<file path="src/rtl/lsu_mem_stage_pkg.sv">
// rv32i_types: load/store funct3 encodings and LSU FSM states
package rv32i_types;
  typedef enum logic [2:0] {
    lb  = 3'b000,
    lh  = 3'b001,
    lw  = 3'b010,
    ld  = 3'b011,
    lbu = 3'b100,
    lhu = 3'b101,
    lwu = 3'b110
  } load_funct3_t;
  typedef enum logic [2:0] {
    sb = 3'b000,
    sh = 3'b001,
    sw = 3'b010,
    sd = 3'b011
  } store_funct3_t;
  typedef enum logic {
    IDLE   = 1'b0,
    ACCESS = 1'b1
  } lsu_state_t;
endpackage

</file>
<file path="src/rtl/lsu_mem_stage_align.sv">
// lsu_align: access legality, lane mask, store shift and load shift/extend
module lsu_align
  import rv32i_types::*;
#(
  parameter int XLEN = 32,
  localparam int LANES = XLEN / 8,
  localparam int OFS_W = $clog2(LANES)
) (
  input  logic             is_load,
  input  logic [2:0]       funct3,
  input  logic [OFS_W-1:0] ofs,
  input  logic [XLEN-1:0]  wdata,
  input  logic [XLEN-1:0]  rdata,
  output logic             bad,
  output logic [LANES-1:0] be,
  output logic [XLEN-1:0]  wdata_sh,
  output logic [XLEN-1:0]  load_data
);
  logic [3:0] nb;
  logic [LANES:0] mask;
  logic [6:0] sh;
  logic [XLEN-1:0] fld, zx;
  logic signed [XLEN-1:0] sx;
  logic legal, aligned;
  // size decode, legality, lane placement, and extension via left-then-right shift by (XLEN - access bits)
  always_comb begin
    nb = 4'd1 << funct3[1:0];
    legal = is_load ? (funct3 != 3'b111 && (XLEN == 64 || (funct3 != ld && funct3 != lwu)))
                    : (funct3 <= sd && (XLEN == 64 || funct3 != sd));
    aligned = (ofs & OFS_W'(nb - 4'd1)) == '0;
    bad = !legal || !aligned;
    mask = ((LANES + 1)'(1) << nb) - (LANES + 1)'(1);
    be = mask[LANES-1:0] << ofs;
    wdata_sh = wdata << {ofs, 3'b000};
    fld = rdata >> {ofs, 3'b000};
    sh = 7'(XLEN) - {nb, 3'b000};
    zx = (fld << sh) >> sh;
    sx = $signed(fld << sh) >>> sh;
    load_data = funct3[2] ? zx : XLEN'(sx);
  end
endmodule

</file>
<file path="src/rtl/lsu_mem_stage.sv">
// lsu_mem_stage: MEM-stage load/store unit with request/response handshake and pipeline stall
module lsu_mem_stage
  import rv32i_types::*;
#(
  parameter int XLEN = 32,
  parameter int ADDR_W = 32,
  localparam int LANES = XLEN / 8,
  localparam int OFS_W = $clog2(LANES)
) (
  input  logic              clk,
  input  logic              rst,
  input  logic              req_valid,
  input  logic              req_load,
  input  logic              req_store,
  input  logic [2:0]        funct3,
  input  logic [ADDR_W-1:0] addr,
  input  logic [XLEN-1:0]   wdata,
  output logic              dmem_read,
  output logic              dmem_write,
  output logic [ADDR_W-1:0] dmem_address,
  output logic [LANES-1:0]  dmem_byte_enable,
  output logic [XLEN-1:0]   dmem_wdata,
  input  logic              dmem_resp,
  input  logic [XLEN-1:0]   dmem_rdata,
  output logic              stall,
  output logic              done,
  output logic [XLEN-1:0]   load_data,
  output logic              fault
);
  lsu_state_t state_q, state_d;
  logic ld_q;
  logic [2:0] f3_q;
  logic [OFS_W-1:0] ofs_q;
  logic idle, start, accept, bad;
  logic [LANES-1:0] be;
  logic [XLEN-1:0] wsh, ldata;
  assign idle = state_q == IDLE;
  assign start = idle && req_valid && (req_load || req_store);
  assign accept = start && !bad;
  lsu_align #(.XLEN(XLEN)) u_align (
    .is_load   (idle ? req_load : ld_q),
    .funct3    (idle ? funct3 : f3_q),
    .ofs       (idle ? addr[OFS_W-1:0] : ofs_q),
    .wdata     (wdata),
    .rdata     (dmem_rdata),
    .bad       (bad),
    .be        (be),
    .wdata_sh  (wsh),
    .load_data (ldata)
  );
  // state register
  always_ff @(posedge clk or posedge rst) begin
    if (rst) state_q <= IDLE;
    else state_q <= state_d;
  end
  // accept a legal op from IDLE, return once memory responds
  always_comb state_d = idle ? (accept ? ACCESS : IDLE) : (dmem_resp ? IDLE : ACCESS);
  // handshake outputs; the align unit sees the latched op while in ACCESS
  always_comb begin
    fault = start && bad;
    done = !idle && dmem_resp;
    stall = accept || (!idle && !dmem_resp);
    load_data = (done && ld_q) ? ldata : '0;
  end
  // memory request register: loaded on accept, strobes dropped after the response
  always_ff @(posedge clk or posedge rst) begin
    if (rst) begin
      ld_q <= 1'b0;
      f3_q <= '0;
      ofs_q <= '0;
      dmem_read <= 1'b0;
      dmem_write <= 1'b0;
      dmem_address <= '0;
      dmem_byte_enable <= '0;
      dmem_wdata <= '0;
    end else if (accept) begin
      ld_q <= req_load;
      f3_q <= funct3;
      ofs_q <= addr[OFS_W-1:0];
      dmem_read <= req_load;
      dmem_write <= req_store;
      dmem_address <= {addr[ADDR_W-1:OFS_W], {OFS_W{1'b0}}};
      dmem_byte_enable <= be;
      dmem_wdata <= wsh;
    end else if (done) begin
      dmem_read <= 1'b0;
      dmem_write <= 1'b0;
    end
  end
endmodule

</file>
<file path="config.mk">
export PLATFORM = sky130hd
export DESIGN_NAME = lsu_mem_stage
export DESIGN_NICKNAME = d
export VERILOG_FILES = /design/src/rtl/lsu_mem_stage_pkg.sv /design/src/rtl/lsu_mem_stage_align.sv /design/src/rtl/lsu_mem_stage.sv
export SDC_FILE = /design/constraint.sdc
export NUM_CORES = 1
export LEC_CHECK = 0
export ABC_AREA = 0
export ABC_CLOCK_PERIOD_IN_PS = 7620
export BUFFER_PORTS_ARGS = -buffer_cell sky130_fd_sc_hd__buf_2
export CAP_MARGIN = 20
export CORE_ASPECT_RATIO = 0.6
export CORE_MARGIN = 2
export CORE_UTILIZATION = 50
export DETAILED_ROUTE_END_ITERATION = 8
export HOLD_SLACK_MARGIN = 0.05
export MAX_ROUTING_LAYER = met4
export PLACE_DENSITY = 0.85
export SLEW_MARGIN = 10
export SYNTH_ARGS = -nofsm -noshare
export SYNTH_HDL_FRONTEND = slang
export SYNTH_SLANG_ARGS = --single-unit
</file>
<file path="constraint.sdc">
create_clock -name clk -period 7.62 [get_ports clk]
set_input_delay 1.524 -clock clk [delete_from_list [all_inputs] [get_ports clk]]
set_output_delay 1.524 -clock clk [all_outputs]
set_load 0.01 [all_outputs]
</file>
==> impl_metrics.env <==
export IMPL_seqPwrFrac=0.342
export IMPL_power_switching_uw=812.7
export IMPL_ios=210
export IMPL_cts_root_buf="clkbuf_16"
export IMPL_n_antenna_cell=0
export IMPL_synth_edf_count=0
export IMPL_p_total_uw=2061
export IMPL_cp_arrival_ns=3.86
export IMPL_gr_total_overflow=0
export IMPL_yosys_area_share_adder=0
export IMPL_intPower_uw=1249
export IMPL_clk_pin_slew_ns=0.06
export IMPL_first_pass_iters=4
export IMPL_grt_pass1_vias=4158
export IMPL_dieArea_um2=9722
export IMPL_ys_types=50
export IMPL_stdcell_area_um2=5854
export IMPL_drive_above_1_share=0.4350
export IMPL_cts_setup_buffers=0
export IMPL_clkLatencyLatePin_ns=0.32
export IMPL_hold_viol=0
export IMPL_synth_seq_cells=75
export IMPL_fmax_mhz=185.6
export IMPL_track_usage=0.2800
export IMPL_final_antenna_net_count=0
export IMPL_placed_area_um2=5534
export IMPL_slew_viol_final=0
export IMPL_setup_viol=0
export IMPL_tns_ns=0
export IMPL_yosys_area_share_simple=0.1486
export IMPL_postSynth_asyncResetShare=1.000
export IMPL_die_w_um=126.0
export IMPL_cts_buffer_depth=2
export IMPL_grt_pass1_wl_um=21260
export IMPL_final_period_utilization=0.7071
export IMPL_core_um2=8588
export IMPL_run_status="finished, final reports clean"
export IMPL_maxCapViolCount=0
export IMPL_ys_warn_count=0
export IMPL_syn_area_um2=4463
export IMPL_synth_area_leaders="dfrtp_1, mux2_2, nand2_1"
export IMPL_vias_per_cell=5.645
export IMPL_synth_area_per_cell_um2=9.577
export IMPL_cp_start_kind="input port"
export IMPL_drtIter0Drc=305
export IMPL_ctsHoldBuffers=0
export IMPL_area_delta_synth_final_pct=31.17
export IMPL_netlist_area_leader_share=0.4205
export IMPL_fp_dieH_um=77.18
export IMPL_path_max_fanout=46
export IMPL_dp_final_hpwl_um=9967
export IMPL_swShare=0.3942
export IMPL_ir_worst_vdd_mv=0.1543
export IMPL_cts_sinks=75
export IMPL_slew_headroom=0.3698
export IMPL_num_vias=4369
export IMPL_grt_max_degree=87
export IMPL_ys_seq_area_frac=0.4205
export IMPL_initial_core_util=0.5197
export IMPL_synth_top_family_by_area="compound AO/OA/AOI/OAI gates"
export IMPL_worst_pin_slew_ns=0.9390
export IMPL_power_density_nw_per_um2=352.1
export IMPL_synth_flop_cell="dfrtp_1"
export IMPL_wl_per_cell_um=17.51
export IMPL_htreeDepth=3
export IMPL_wl_um=13550
export IMPL_gp_congestion=0.8833
export IMPL_drc=0
export IMPL_synth_mux_area_fraction=0.1699
export IMPL_end_kind="primary output"
export IMPL_synth_most_common_cell="nand2_1"
export IMPL_tritoncts="built"
export IMPL_synthTopCellsByCount="nand2_1, dfrtp_1, mux2_2, mux2i_1, o21ai_0"
export IMPL_fin_crit_ns=5.388
export IMPL_numCtsBuffers=9
export IMPL_synth_xor_area_share=0.003925
export IMPL_hold_slack_ns=0.4709
export IMPL_path_class="in2out"
export IMPL_hp_class="reg2reg"
export IMPL_synthCells=466
export IMPL_final_nets=762
export IMPL_synth_compound_area_frac=0.2100
export IMPL_cts_resized=0
export IMPL_clockPowerShare=0.201
export IMPL_leakagePower_uw=0.003094
export IMPL_antenna_found_initial=0
export IMPL_clock_skew_ns=0.007526
export IMPL_yosysTopAreaCell="dfrtp_1"
export IMPL_combPwrFrac=0.458
export IMPL_rsz0062_at_grt="no"
export IMPL_cp_required_ns=6.10
export IMPL_core_rowCount=26
export IMPL_numPortBuffers=207
## cell type report
class,count,area (µm²)
fill,703,2734
multi-input combinational,350,2412
sequential,75,1877
timing repair buffer,213,1101
clock buffer,10,229.0
tap,112,140.1
clock inverter,6,63.81
inverter,8,31.28
## registers in the layout (all words and copies together) (netlist names)
register          count
dmem_wdata           32
dmem_address         30
dmem_byte_enable      4
f3_q                  3
ofs_q                 2
dmem_read             1
dmem_write            1
ld_q                  1
state_q               1
## placed cells by master (no fill, tap or decap), drive strengths merged, types with 3 or more instances in the layout
| cell | instances |
|---|---|
| a31oi | 9 |
| nor2 | 16 |
| mux2 | 40 |
| o31ai | 9 |
| and2 | 3 |
| a211oi | 16 |
| o21ai | 29 |
| nand2 | 98 |
| o2bb2ai | 8 |
| a21oi | 19 |
| nor3 | 4 |
| and3 | 16 |
| nand3 | 6 |
| dfrtp | 75 |
| clkinv | 3 |
| o211ai | 3 |
| mux2i | 30 |
| inv | 8 |
| clkbuf | 10 |
| buf | 213 |
| a21o | 18 |
## power groups by stage
stage	Clock (µW)	Sequential [µW]	Combinational [µW]
final	414	704	943
after global routing	445	727	1020
after CTS	421	714	922
after detailed placement	0	718	918
after global placement	0	701	892
after floorplan	0	767	524
## critical path, stage by stage
cell,delay [ns]
buf_2,0.14
mux2_2,0.78
nor2_1,0.24
o21ai_4,0.70
o21ai_0,0.25
buf_2,0.21
## stage by stage
step                      instances  utilization  setup WS (ns)
final                           774       0.6817          2.232
after detailed placement        757       0.6444          2.225
after floorplan                 467            -          3.134
after global placement          757       0.6444          2.442
after global routing            774       0.6817          1.989
after CTS                       773       0.6785          2.215
## cell families (layout without fill, tap and decap cells)
| group | Yosys count | count (layout) |
|---|---|---|
| mux | 70 | 70 |
| buf+inv | 42 | 237 |
| other cells | 1 | 2 |
| xor+xnor | 2 | 2 |
| simple gates | 151 | 151 |
| flops | 75 | 75 |
| compound gates | 125 | 125 |
## worst paths after layout
check	slack [ns]	to	start	depth (start not counted)
max	2.23	stall	addr[0]	6
min	0.47	dmem_wdata[3]	dmem_wdata[3]	2
max reg2reg	3.68	f3_q[0]	state_q	6
min reg2reg	0.47	dmem_wdata[3]	dmem_wdata[3]	2
max in group asynchronous	5.46	dmem_wdata[10]	rst	3
min in group asynchronous	1.17	dmem_address[30]	rst	2
## metal layers
| metal | up-vias | track usage | part of all wire |
|---|---|---|---|
| met5 | - | - | 0 |
| met4 | 0 | 0.06484 | 0.016 |
| met3 | 21 | 0.07606 | 0.099 |
| met2 | 227 | 0.4242 | 0.45 |
| met1 | 2066 | 0.3783 | 0.43 |
| li1 | 2055 | - | - |
Power figures use the tool's default switching activity.
